==> src/rtl/oclib_uart_rx_ext.sv <==
// oclib_uart_rx_ext: configurable UART receiver with majority-vote sampling, break detection and RX FIFO.
// Define OCLIB_UART_RX_PARITY_EN to build the optional parity bit support.
module oclib_uart_rx_ext #(
  parameter int DataWidth    = 8,
  parameter int StopBits     = 1,
  parameter int DivisorWidth = 16,
  parameter int FifoDepth    = 4,
  parameter int SyncCycles   = 2
) (
  input  logic                         clock,
  input  logic                         reset,
  input  logic [DivisorWidth-1:0]      baudDivisor,
  input  logic [1:0]                   parityMode,
  input  logic                         clearError,
  output logic [3:0]                   error,
  input  logic                         rx,
  output logic [DataWidth-1:0]         rxData,
  output logic                         rxValid,
  input  logic                         rxReady,
  output logic [$clog2(FifoDepth):0]   fifoLevel,
  output logic                         rxActive
);
  localparam int AW = $clog2(FifoDepth);
  localparam logic [2:0] ST_IDLE   = 3'd0;
  localparam logic [2:0] ST_START  = 3'd1;
  localparam logic [2:0] ST_DATA   = 3'd2;
  localparam logic [2:0] ST_PARITY = 3'd3;
  localparam logic [2:0] ST_STOP   = 3'd4;
  localparam logic [2:0] ST_BREAK  = 3'd5;
  localparam logic [DivisorWidth-1:0] MIN_DIV = DivisorWidth'(8);
  localparam logic [AW:0] FULL_LVL = FifoDepth[AW:0];
`ifdef OCLIB_UART_RX_PARITY_EN
  localparam bit PAR_BUILD = 1'b1;
`else
  localparam bit PAR_BUILD = 1'b0;
`endif

  function automatic logic exp_parity(input logic [DataWidth-1:0] d, input logic odd);
    return (^d) ^ odd;
  endfunction

  logic [SyncCycles-1:0]   sync_r;
  logic                    rx_s;
  logic                    rx_prev_r;
  logic [2:0]              state_r;
  logic [DivisorWidth-1:0] cnt_r;
  logic [DivisorWidth-1:0] div_r;
  logic [DivisorWidth-1:0] half_s;
  logic [1:0]              samp_r;
  logic [3:0]              bit_idx_r;
  logic                    stop_idx_r;
  logic [DataWidth-1:0]    shift_r;
  logic                    par_on_r;
  logic                    par_odd_r;
  logic                    par_vote_r;
  logic                    vote_s;
  logic                    at_vote_s;
  logic                    bit_end_s;
  logic                    last_stop_s;
  logic                    brk_s;
  logic                    push_s;
  logic                    fr_err_s;
  logic                    par_err_s;
  logic [DataWidth-1:0]    mem_r [FifoDepth];
  logic [AW:0]             wr_ptr_r;
  logic [AW:0]             rd_ptr_r;
  logic [AW:0]             level_s;
  logic                    pop_s;
  logic                    full_s;
  logic                    wr_ok_s;
  logic                    ovf_s;
  logic [3:0]              err_r;

  assign rx_s        = sync_r[SyncCycles-1];
  assign half_s      = div_r >> 1;
  assign vote_s      = (samp_r[0] & samp_r[1]) | (samp_r[0] & rx_s) | (samp_r[1] & rx_s);
  assign at_vote_s   = (cnt_r == half_s + DivisorWidth'(1));
  assign bit_end_s   = (cnt_r == div_r - DivisorWidth'(1));
  assign last_stop_s = (stop_idx_r == 1'(StopBits - 1));

  // A break is an all-zero frame through the first stop vote; it replaces the framing error.
  assign brk_s    = (state_r == ST_STOP) && at_vote_s && !stop_idx_r && !vote_s &&
                    (shift_r == '0) && !(par_on_r && par_vote_r);
  assign push_s   = (state_r == ST_STOP) && at_vote_s && last_stop_s && !brk_s;
  assign fr_err_s = (state_r == ST_STOP) && at_vote_s && !vote_s && !brk_s;
`ifdef OCLIB_UART_RX_PARITY_EN
  assign par_err_s = (state_r == ST_PARITY) && at_vote_s &&
                     (vote_s != exp_parity(shift_r, par_odd_r));
`else
  assign par_err_s = 1'b0;
`endif

  assign level_s = wr_ptr_r - rd_ptr_r;
  assign full_s  = (level_s == FULL_LVL);
  assign pop_s   = rxValid && rxReady;
  assign wr_ok_s = push_s && (!full_s || pop_s);
  assign ovf_s   = push_s && full_s && !pop_s;

  assign rxData    = mem_r[rd_ptr_r[AW-1:0]];
  assign rxValid   = (level_s != '0);
  assign fifoLevel = level_s;
  assign error     = err_r;
  assign rxActive  = (state_r != ST_IDLE);

  // Input synchroniser, idles high.
  always_ff @(posedge clock or posedge reset) begin
    if (reset) begin
      sync_r    <= '1;
      rx_prev_r <= 1'b1;
    end else begin
      sync_r    <= {sync_r[SyncCycles-2:0], rx};
      rx_prev_r <= rx_s;
    end
  end

  // Frame sequencer: bit timing, majority sampling and shift register.
  always_ff @(posedge clock or posedge reset) begin
    if (reset) begin
      state_r    <= ST_IDLE;
      cnt_r      <= '0;
      div_r      <= MIN_DIV;
      samp_r     <= 2'b11;
      bit_idx_r  <= 4'd0;
      stop_idx_r <= 1'b0;
      shift_r    <= '0;
      par_on_r   <= 1'b0;
      par_odd_r  <= 1'b0;
      par_vote_r <= 1'b0;
    end else begin
      if (cnt_r == half_s - DivisorWidth'(1)) samp_r[0] <= rx_s;
      if (cnt_r == half_s) samp_r[1] <= rx_s;
      if (state_r == ST_IDLE || state_r == ST_BREAK || bit_end_s) cnt_r <= '0;
      else cnt_r <= cnt_r + DivisorWidth'(1);
      case (state_r)
        ST_IDLE: begin
          if (rx_prev_r && !rx_s) begin
            state_r   <= ST_START;
            div_r     <= (baudDivisor < MIN_DIV) ? MIN_DIV : baudDivisor;
            par_on_r  <= PAR_BUILD && (parityMode == 2'd1 || parityMode == 2'd2);
            par_odd_r <= parityMode[1];
          end
        end
        ST_START: begin
          if (at_vote_s && vote_s) begin
            state_r <= ST_IDLE;
          end else if (bit_end_s) begin
            state_r   <= ST_DATA;
            bit_idx_r <= 4'd0;
          end
        end
        ST_DATA: begin
          if (at_vote_s) shift_r <= {vote_s, shift_r[DataWidth-1:1]};
          if (bit_end_s) begin
            if (bit_idx_r == 4'(DataWidth - 1)) begin
              state_r    <= par_on_r ? ST_PARITY : ST_STOP;
              stop_idx_r <= 1'b0;
            end else begin
              bit_idx_r <= bit_idx_r + 4'd1;
            end
          end
        end
`ifdef OCLIB_UART_RX_PARITY_EN
        ST_PARITY: begin
          if (at_vote_s) par_vote_r <= vote_s;
          if (bit_end_s) begin
            state_r    <= ST_STOP;
            stop_idx_r <= 1'b0;
          end
        end
`endif
        ST_STOP: begin
          if (at_vote_s) begin
            if (brk_s) state_r <= ST_BREAK;
            else if (last_stop_s) state_r <= ST_IDLE;
          end else if (bit_end_s) begin
            stop_idx_r <= 1'b1;
          end
        end
        ST_BREAK: begin
          if (rx_s) state_r <= ST_IDLE;
        end
        default: state_r <= ST_IDLE;
      endcase
    end
  end

  // Receive FIFO; a pop in the same cycle frees the slot for a push while full.
  always_ff @(posedge clock or posedge reset) begin
    if (reset) begin
      wr_ptr_r <= '0;
      rd_ptr_r <= '0;
      for (int i = 0; i < FifoDepth; i++) mem_r[i] <= '0;
    end else begin
      if (wr_ok_s) begin
        mem_r[wr_ptr_r[AW-1:0]] <= shift_r;
        wr_ptr_r <= wr_ptr_r + 1'b1;
      end
      if (pop_s) rd_ptr_r <= rd_ptr_r + 1'b1;
    end
  end

  // Sticky error flags; a new event wins over clearError.
  always_ff @(posedge clock or posedge reset) begin
    if (reset) begin
      err_r <= 4'b0000;
    end else begin
      err_r <= (clearError ? 4'b0000 : err_r) | {brk_s, ovf_s, par_err_s, fr_err_s};
    end
  end
endmodule

==> config.mk <==
export PLATFORM = sky130hd
export DESIGN_NAME = oclib_uart_rx_ext
export DESIGN_NICKNAME = d
export VERILOG_FILES = /design/src/rtl/oclib_uart_rx_ext.sv
export SDC_FILE = /design/constraint.sdc
export NUM_CORES = 1
export LEC_CHECK = 0
export CAP_MARGIN = 20
export CORE_ASPECT_RATIO = 0.6
export CORE_MARGIN = 3
export CORE_UTILIZATION = 50
export CTS_BUF_LIST = sky130_fd_sc_hd__clkbuf_4
export DETAILED_ROUTE_END_ITERATION = 8
export PLACE_DENSITY = 0.71
export SETUP_SLACK_MARGIN = 0.5
export SKIP_CTS_REPAIR_TIMING = 1
export SLEW_MARGIN = 20
export SYNTH_ARGS = -nofsm -noshare
export SYNTH_HDL_FRONTEND = slang
export SYNTH_SLANG_ARGS = --single-unit
export TNS_END_PERCENT = 20
==> constraint.sdc <==
create_clock -name clock -period 4.3 [get_ports clock]
set_clock_uncertainty 0.15 [all_clocks]
set_input_delay 0.645 -clock clock [delete_from_list [all_inputs] [get_ports clock]]
set_output_delay 0.645 -clock clock [all_outputs]
set_load 0.005 [all_outputs]
==> results.txt <==
Max Cap Viol: 0
Pin count of the biggest net entering global routing: 55
Combinational family with the most area after synthesis: simple AND/OR/NAND/NOR gates
WS Path Type: register to register
Nets: 626
Total Wirelength: 13670 um
Setup violators final: 0
Rows: 29
Clock power share: 15.8%
Synth Area in Compound Gates: 8.127%
Vias in the first global route: 4260
Critical path startpoint category: register
Multiplexer area fraction after synthesis: 15.22%
Critical path fanouts, max: 11
Hold Crit Start: sync_r[0]
Antenna violations before repair: 0
Via/cell ratio: 5.921
# DRC: 0
XOR/XNOR Fraction of Synth Area: 10.11%
Internal cell power: 1.606 mW
Fin crit period: 3638 ps
Final Slew Violations: 0
Power density over cell area: 437.0 nW/um^2
Multi-input gate area: 3258 um^2
Register-to-Register Setup Slack: 660 ps
DR vias: 4447
WP depth: 9
Hold depth: 0
Max Fclk: 274.9 MHz
Status: finished clean
Switching share of power: 42.93%
Static Leak: 2.750 nW
CP bufs+invs: 1
Reg2reg start: div_r[2]
Gr ovfl total: 0
CP Cell Sequence: inv_1 -> ha_2 -> nand2b_1 -> or4_1 -> or3_1 -> a211oi_2 -> nand4_4 -> nor4b_4 -> mux2_1
Number of flops mapped to enable cells by yosys: 0
Required time worst endpoint: 4520 ps
Die width: 145.1 um
Slew headroom: 37.54%
Diodes inserted: 0
Total Routing Usage GR: 22.16%
Die H: 89.46 um
H-tree depth: 3
Flops & latches, synth: 94
Largest stage delay on the critical path: 560 ps
Clock Tree Buf Depth: 2
Post-synthesis cell type count: 65
Reg2reg end: bit_idx_r[0]
Critical path's top delay family: simple AND/OR/NAND/NOR gates
Total core area: 10920 um^2
Sequential area share after synthesis: 40.66%
Synthesized cell area: 5804 um^2
Core Util, Final: 58.95%
Clock Latency Late Sink: 480 ps
Logic pwr share: 37.8%
Fillers: 926
Sw Pwr: 1.208 mW
Num ports: 40
Final Hold Viols: 0
Synth Area in Simple Gates: 19.34%
Num CTS Buffers: 9
Reg clk slew, reported paths: 150 ps
Clk sinks: 94
Worst R2R Path Depth: 9
Asr flop ratio synth: 100.0%
DP Wirelength: 10320 um
First drt pass iteration count: 5
Mapped Avg Cell Area: 10.20 um^2
CTS Root Cell: clkbuf_4
PortBufs: 36
GPL Wtd Cong: 0.9290
Fin Setup TNS: 0 ps
WHS Endpoint: sync_r[1]
Cell count after synthesis: 569
Worst slew pin tran: 928.3 ps
Hold WS: 219.6 ps
Register area: 2362 um^2
DR WL/cell: 18.21 um
Post-Synth Adder-Cell Area: 2.889%
Starting Density: 53.14%
Reg power frac: 46.4%
Main flop type after synthesis: dfrtp_1
RSZ-0062 raised after global routing: true
Die ar.: 12980 um^2
Share of cells above drive strength 1: 19.30%
First-pass GRT wire length: 22520 um
CTS tree: built
CP max-delay cell: dfrtp_1
Post-synth net total: 604
Maximum VDD drop: 0.2848 mV
CP Capture Type: register
Synth Warn #: 1
Syn-to-layout area delta: 10.93%
Routed Antenna Nets: 0
Hold Path Class: register to register
First DRT Iteration DRCs: 374
Period utilisation layout: 84.60%
Critical Path AT: 3850 ps
cells in the mapped netlist, types with 6 or more instances:
cell type  number  area [um^2]
and2_1          6        37.54
mux4_2          8        180.2
o31ai_1         6        45.04
a21oi_1        12        60.06
dfstp_2         6        157.7
or4_1           9        67.56
or3_1           6        37.54
nor3_1         18        90.09
xor2_1         25        219.0
nor2_1         42        157.7
dfrtp_1        88         2202
nand3_1        29        145.1
mux2_2         55        619.3
nand4_1         7        43.79
nand2b_1        6        37.54
xnor2_1        42        367.9
nor4_1         14        87.58
clkbuf_1       28        105.1
o21ai_0        10        50.05
inv_1          18        67.56
ha_1           11        137.6
and3_1         11        68.82
nand2_1        28        105.1
power by group through the flow:
stage	Sequential [mW]	Clock, mW	Combinational, mW
after global placement	1.30	0	1.01
final	1.30	0.445	1.06
after floorplan	1.06	0	1.01
after CTS	1.29	0.459	1.05
after detailed placement	1.31	0	1.04
after global routing	1.34	0.489	1.17
layout make-up:
class / count / share of cell area [%]
repair buffers: 47 / 6.879
inverters: 18 / 1.069
clock buffers: 9 / 1.049
multi-input cells: 421 / 50.60
well taps: 155 / 3.012
clock inverters: 7 / 0.6996
flip-flops and latches: 94 / 36.69
through the flow:
step / cell area, um^2 / total power, mW / instances / worst slack, ps
2_1_floorplan: 5804 / 2.073 / 569 / 790.0
3_5_place_dp: 6301 / 2.350 / 735 / 483.0
6_report: 6439 / 2.813 / 751 / 662.3
3_3_place_gp: 6301 / 2.311 / 735 / 566.1
5_1_grt: 6439 / 2.999 / 751 / 478.4
4_1_cts: 6414 / 2.800 / 751 / 458.6
cells in the final DEF, fill, tap and decap left out, drive strengths merged, types with 5 or more instances in the layout:
| cell | n |
|---|---|
| buf | 11 |
| and3 | 11 |
| nor2 | 42 |
| dfrtp | 88 |
| xor2 | 25 |
| nand2 | 28 |
| mux2i | 5 |
| o21ai | 11 |
| and2 | 6 |
| ha | 11 |
| nor3 | 18 |
| nand3 | 29 |
| xnor2 | 42 |
| inv | 20 |
| mux4 | 8 |
| nand4 | 8 |
| dfstp | 6 |
| or2 | 6 |
| clkinv | 5 |
| or4 | 9 |
| a21oi | 12 |
| nand2b | 6 |
| clkdlybuf4s50 | 36 |
| nor4 | 15 |
| clkbuf | 9 |
| mux2 | 58 |
| o31ai | 6 |
| a211oi | 5 |
| nor2b | 5 |
| or3 | 6 |
routing by layer:
| layer | global-route usage [%] | routed length [um] | part of all wire (%) |
|---|---|---|---|
| met3 | 5.978 | 1095 | 8.0 |
| met4 | 4.134 | 101 | 0.74 |
| met5 | 0 | 0 | 0 |
| met1 | 33.25 | 6830 | 50 |
| met2 | 32.65 | 5646 | 41 |
sequential cells by signal (all words and copies together), names as in the netlist:
name,count
bit_idx_r,4
cnt_r,16
div_r,16
error,3
mem_r,32
rd_ptr_r,3
rx_prev_r,1
samp_r,2
shift_r,8
state_r,3
stop_idx_r,1
sync_r,2
wr_ptr_r,3
cells by family (layout without fill, tap and decap cells):
logic type,Yosys count,in the layout
buf+inv,54,81
flops,94,94
other cells,1,1
fa+ha+maj,13,13
mux,71,71
xor+xnor,67,67
simple gates,203,203
compound gates,66,66
worst max-delay path by stage:
stage / slack [ps] / start / endpoint
global route: 480 / div_r[2] / bit_idx_r[0]
CTS: 460 / div_r[1] / cnt_r[15]
floorplan: 790 / div_r[1] / bit_idx_r[0]
finish: 660 / div_r[2] / bit_idx_r[0]
global placement: 570 / div_r[1] / cnt_r[15]
detailed placement: 480 / div_r[1] / cnt_r[15]
Note: power is estimated with default switching activity, not from simulation.
